### src/rtl/mfp_ahb_interconnect.sv
`default_nettype none
// ============================================================================
// Module   : mfp_ahb_interconnect
// Purpose  : AHB-lite decoder, read-data mux and response combiner for
//            N slaves with a built-in default (ERROR) slave.
// Options  : MFP_AHB_TIMEOUT_EN enables the slave wait-state watchdog.
// Revision : 1.0 - initial release
// ============================================================================
module mfp_ahb_interconnect #(
  parameter int                      N_SLAVES       = 4,
  parameter logic [N_SLAVES*32-1:0]  SLV_BASE       = {N_SLAVES{32'h0}},
  parameter logic [N_SLAVES*32-1:0]  SLV_MASK       = {N_SLAVES{32'h0}},
  parameter int                      TIMEOUT_CYCLES = 256
) (
  input  logic                     HCLK,
  input  logic                     HRESET,
  input  logic [31:0]              HADDR,
  input  logic [1:0]               HTRANS,
  input  logic                     HWRITE,
  output logic [N_SLAVES-1:0]      HSEL,
  output logic                     HREADY,
  output logic                     HRESP,
  output logic [31:0]              HRDATA,
  input  logic [N_SLAVES-1:0]      HREADYOUT_S,
  input  logic [N_SLAVES-1:0]      HRESP_S,
  input  logic [N_SLAVES*32-1:0]   HRDATA_S
);

  typedef enum logic [1:0] {
    DS_IDLE = 2'd0,
    DS_ERR1 = 2'd1,
    DS_ERR2 = 2'd2
  } ds_state_t;

  ds_state_t           r_ds_state;
  ds_state_t           w_ds_next;
  logic [N_SLAVES-1:0] w_match;
  logic [N_SLAVES-1:0] r_dp_sel;
  logic                r_dp_def;
  logic                w_hit;
  logic                w_unmapped_req;
  logic                w_timeout;
  logic                w_unused;

  for (genvar i = 0; i < N_SLAVES; i++) begin : g_match
    assign w_match[i] = ((HADDR & SLV_MASK[32*i +: 32]) ==
                         (SLV_BASE[32*i +: 32] & SLV_MASK[32*i +: 32]));
  end

  assign w_hit          = |w_match;
  assign w_unmapped_req = HTRANS[1] && !w_hit;

  // Walk from the top so the lowest matching index is the one left standing.
  always_comb begin
    HSEL = '0;
    for (int i = N_SLAVES - 1; i >= 0; i--) begin
      if (w_match[i]) begin
        HSEL    = '0;
        HSEL[i] = 1'b1;
      end
    end
  end

  always_comb begin
    HREADY = 1'b1;
    HRESP  = 1'b0;
    HRDATA = '0;
    case (r_ds_state)
      DS_ERR1: begin
        HREADY = 1'b0;
        HRESP  = 1'b1;
      end
      DS_ERR2: begin
        HRESP  = 1'b1;
      end
      default: begin
        if (!r_dp_def) begin
          for (int i = 0; i < N_SLAVES; i++) begin
            if (r_dp_sel[i]) begin
              HREADY = HREADYOUT_S[i];
              HRESP  = HRESP_S[i];
              HRDATA = HRDATA_S[32*i +: 32];
            end
          end
        end
      end
    endcase
  end

  always_comb begin
    w_ds_next = r_ds_state;
    case (r_ds_state)
      DS_IDLE: if ((HREADY && w_unmapped_req) || w_timeout) w_ds_next = DS_ERR1;
      DS_ERR1: w_ds_next = DS_ERR2;
      DS_ERR2: w_ds_next = w_unmapped_req ? DS_ERR1 : DS_IDLE;
      default: w_ds_next = DS_IDLE;
    endcase
  end

  always_ff @(posedge HCLK or posedge HRESET) begin
    if (HRESET) begin
      r_ds_state <= DS_IDLE;
      r_dp_sel   <= '0;
      r_dp_def   <= 1'b0;
    end else begin
      r_ds_state <= w_ds_next;
      if (HREADY) begin
        r_dp_sel <= HSEL;
        r_dp_def <= w_unmapped_req;
      end else if (w_timeout) begin
        r_dp_sel <= '0;
      end
    end
  end

`ifdef MFP_AHB_TIMEOUT_EN
  localparam int c_cnt_w = (TIMEOUT_CYCLES > 2) ? $clog2(TIMEOUT_CYCLES) : 1;

  logic [c_cnt_w-1:0] r_to_cnt;
  logic               w_stall;

  assign w_stall   = (r_ds_state == DS_IDLE) && (|r_dp_sel) && !(|(HREADYOUT_S & r_dp_sel));
  assign w_timeout = w_stall && (r_to_cnt == c_cnt_w'(TIMEOUT_CYCLES - 1));
  assign w_unused  = ^{HWRITE, HTRANS[0]};

  always_ff @(posedge HCLK or posedge HRESET) begin
    if (HRESET) begin
      r_to_cnt <= '0;
    end else if (HREADY || w_timeout) begin
      r_to_cnt <= '0;
    end else if (w_stall) begin
      r_to_cnt <= r_to_cnt + c_cnt_w'(1);
    end
  end
`else
  assign w_timeout = 1'b0;
  assign w_unused  = ^{HWRITE, HTRANS[0], (TIMEOUT_CYCLES > 1)};
`endif

endmodule
`default_nettype wire

### config.mk
export PLATFORM = sky130hd
export DESIGN_NAME = mfp_ahb_interconnect
export DESIGN_NICKNAME = d
export VERILOG_FILES = /design/src/rtl/mfp_ahb_interconnect.sv
export SDC_FILE = /design/constraint.sdc
export NUM_CORES = 1
export LEC_CHECK = 0
export CAP_MARGIN = 10
export CORE_AREA = 2 2 81 83
export CTS_CLUSTER_SIZE = 14
export DETAILED_ROUTE_END_ITERATION = 8
export DIE_AREA = 0 0 83 85
export DONT_BUFFER_PORTS = 1
export HOLD_SLACK_MARGIN = 0.12
export PLACE_DENSITY = 0.3
export SLEW_MARGIN = 20
export SYNTH_ARGS = -nofsm -noshare
export SYNTH_HDL_FRONTEND = slang
export SYNTH_SLANG_ARGS = --single-unit
### constraint.sdc
create_clock -name HCLK -period 0.9 [get_ports HCLK]
set_input_delay 0.18 -clock HCLK [delete_from_list [all_inputs] [get_ports HCLK]]
set_output_delay 0.18 -clock HCLK [all_outputs]
set_load 0.005 [all_outputs]
==> flow_metrics.tcl <==
set metrics [dict create \
    rows 29 \
    setup_tns_ns -0.566 \
    hold_path_depth 1 \
    synth_most_common_cell "and2_2" \
    crit_path_max_fanout 33 \
    grt_max_degree 34 \
    globalplace.congestion 0.615 \
    grt_usage 0.0346 \
    power_leakage_uw 0.000162 \
    status "finished, violations left" \
    startpoint_type "flop" \
    drc 0 \
    largest_reg_flops 1 \
    synth_cells 45 \
    ant_nets 0 \
    nNetsFinal 218 \
    gr-total-overflow 0 \
    grt_first_pass_wirelength_mm 1.86 \
    fin_util 0.0708 \
    start_util 0.0542 \
    required_ns 0.72 \
    wirelength_mm 1.43 \
    top_register "r_dp_sel" \
    hold_class "input port to output pin" \
    ys.flop_type "dfrtp_1" \
    vias 283 \
    syn_to_final_growth_pct 30.5 \
    min_from "HREADYOUT_S[0]" \
    drive_gt1_frac 0.791 \
    async_reset_ff_frac 1.00 \
    yosysUniqueCellTypes 7 \
    slew_viol_final 0 \
    portBuffers 0 \
    avgViaCountPerCell 2.28 \
    synth-seq-cells 1 \
    critical_path_arrival_ns 0.79 \
    design.portCount 211 \
    period_share 1.08 \
    violations "negative setup slack" \
    dp_hpwl_mm 1.35 \
    hold_violations 0 \
    die_w_um 83 \
    crit_type "flop to output pin" \
    register_area_sq_um 25.0 \
    post_cts_buffers 0 \
    grt_pass1_vias 250 \
    finalSetupViolCount 33 \
    hold_end "HREADY" \
    ctsResizeCount 0 \
    multi_input_area_sq_um 274 \
    ys_seq_area_frac 0.0743 \
    synth_edf_count 0 \
    synth_area_leaders "and2_2 74%, buf_4 8.9%, dfrtp_1 7.4%" \
    antenna_found_initial 4 \
    yosys_warnings 0 \
    first_pass_iters 3 \
    drtIter0Drc 3 \
    finalWorstSetupSlack_ns -0.0693 \
    drv_cap 0 \
    fillers 721 \
    rsz0062_at_grt "yes" \
    yosys.area.top_type "and2_2" \
    avgSynthCellArea_sq_um 7.48 \
    crit_path_end_kind "output pin" \
    synth.top_cell.area_share 0.736 \
    core_area_sq_um 6200 \
    reg_top3 "r_dp_sel: 1 flops" \
    wire_per_inst_um 11.5 \
    syn_area_sq_um 337 \
    clock.fmax_ghz 1.03 \
    powerDensity_nw_per_um2 418 \
    clkTransAtPathRegs_ns 0 \
    synth_common_cells "33 x and2_2, 4 x buf_4, 3 x clkbuf_2, 2 x conb_1" \
    die_area_sq_um 7060 \
    ir_worst_vdd_v 0.000260 \
    die-height_um 85 \
    fin_crit_ns 0.969 \
]
placed cells by master, fill, tap and decap left out:
master and n:
and2_2 33, buf_12 1, conb_1 5, dfrtp_1 1, diode_2 4, dlygate4sd3_1 1
inv_1 1, or2b_1 1
layout make-up:
type | count | area share
multi-input cells | 39 | 0.624
inverters | 1 | 0.00855
well taps | 77 | 0.219
flip-flops and latches | 1 | 0.0570
diodes | 4 | 0.0228
repair buffers | 2 | 0.0684
worst max-delay path by stage:
stage | from | cells after the start | slack, ns | end
global placement | r_dp_sel[0]$_DFFE_PP0P_ | 2 | -0.07 | HREADY
detailed placement | r_dp_sel[0]$_DFFE_PP0P_ | 2 | -0.08 | HREADY
finish | r_dp_sel[0]$_DFFE_PP0P_ | 2 | -0.07 | HREADY
CTS | r_dp_sel[0]$_DFFE_PP0P_ | 2 | -0.09 | HREADY
global route | r_dp_sel[0]$_DFFE_PP0P_ | 2 | -0.12 | HREADY
floorplan | r_dp_sel[0]$_DFFE_PP0P_ | 2 | 0.009 | HRDATA[0]
critical path, cell delays in order (launching register included):
cell,delay (ns)
dfrtp_1,0.37
buf_12,0.17
or2b_1,0.25
timing repair:
item,4_1_cts,5_1_grt
endpoints found under the setup margin,33,33
endpoints found under the hold margin,1,0
hold buffers,1,0
routing by layer:
layer,share of wire,track usage,wire length (um)
met1,0.37,0.0379,534
met2,0.47,0.0587,670
met3,0.16,0.0243,225
met4,0,0,0
met5,0,0,0
metrics by stage:
step | cells | power (uW) | setup slack (ns) | hold slack, ns | cell area (sq um)
4_1_cts | 120 | 187 | -0.0858 | 0.452 | 429
5_1_grt | 124 | 196 | -0.121 | 0.457 | 439
6_report | 124 | 183 | -0.0693 | 0.453 | 439
3_5_place_dp | 119 | 184 | -0.0829 | -0.0858 | 419
2_1_floorplan | 48 | 166 | 0.00942 | -0.0913 | 348
3_3_place_gp | 119 | 184 | -0.0666 | -0.0894 | 419
report_power, final:
part	internal (uW)	leakage, uW	switching (uW)
registers	48.1	0.0000117	2.34
clock network	0.000594	0.0000000254	0
logic	67.6	0.000150	65.4
total	116	0.000162	67.7
kinds of logic after synthesis:
kind of cell	share of synthesized area
simple gates	0.758
buf+inv	0.145
other cells	0.0223
flops	0.0743
No activity file was read; power rests on OpenSTA's default activity.
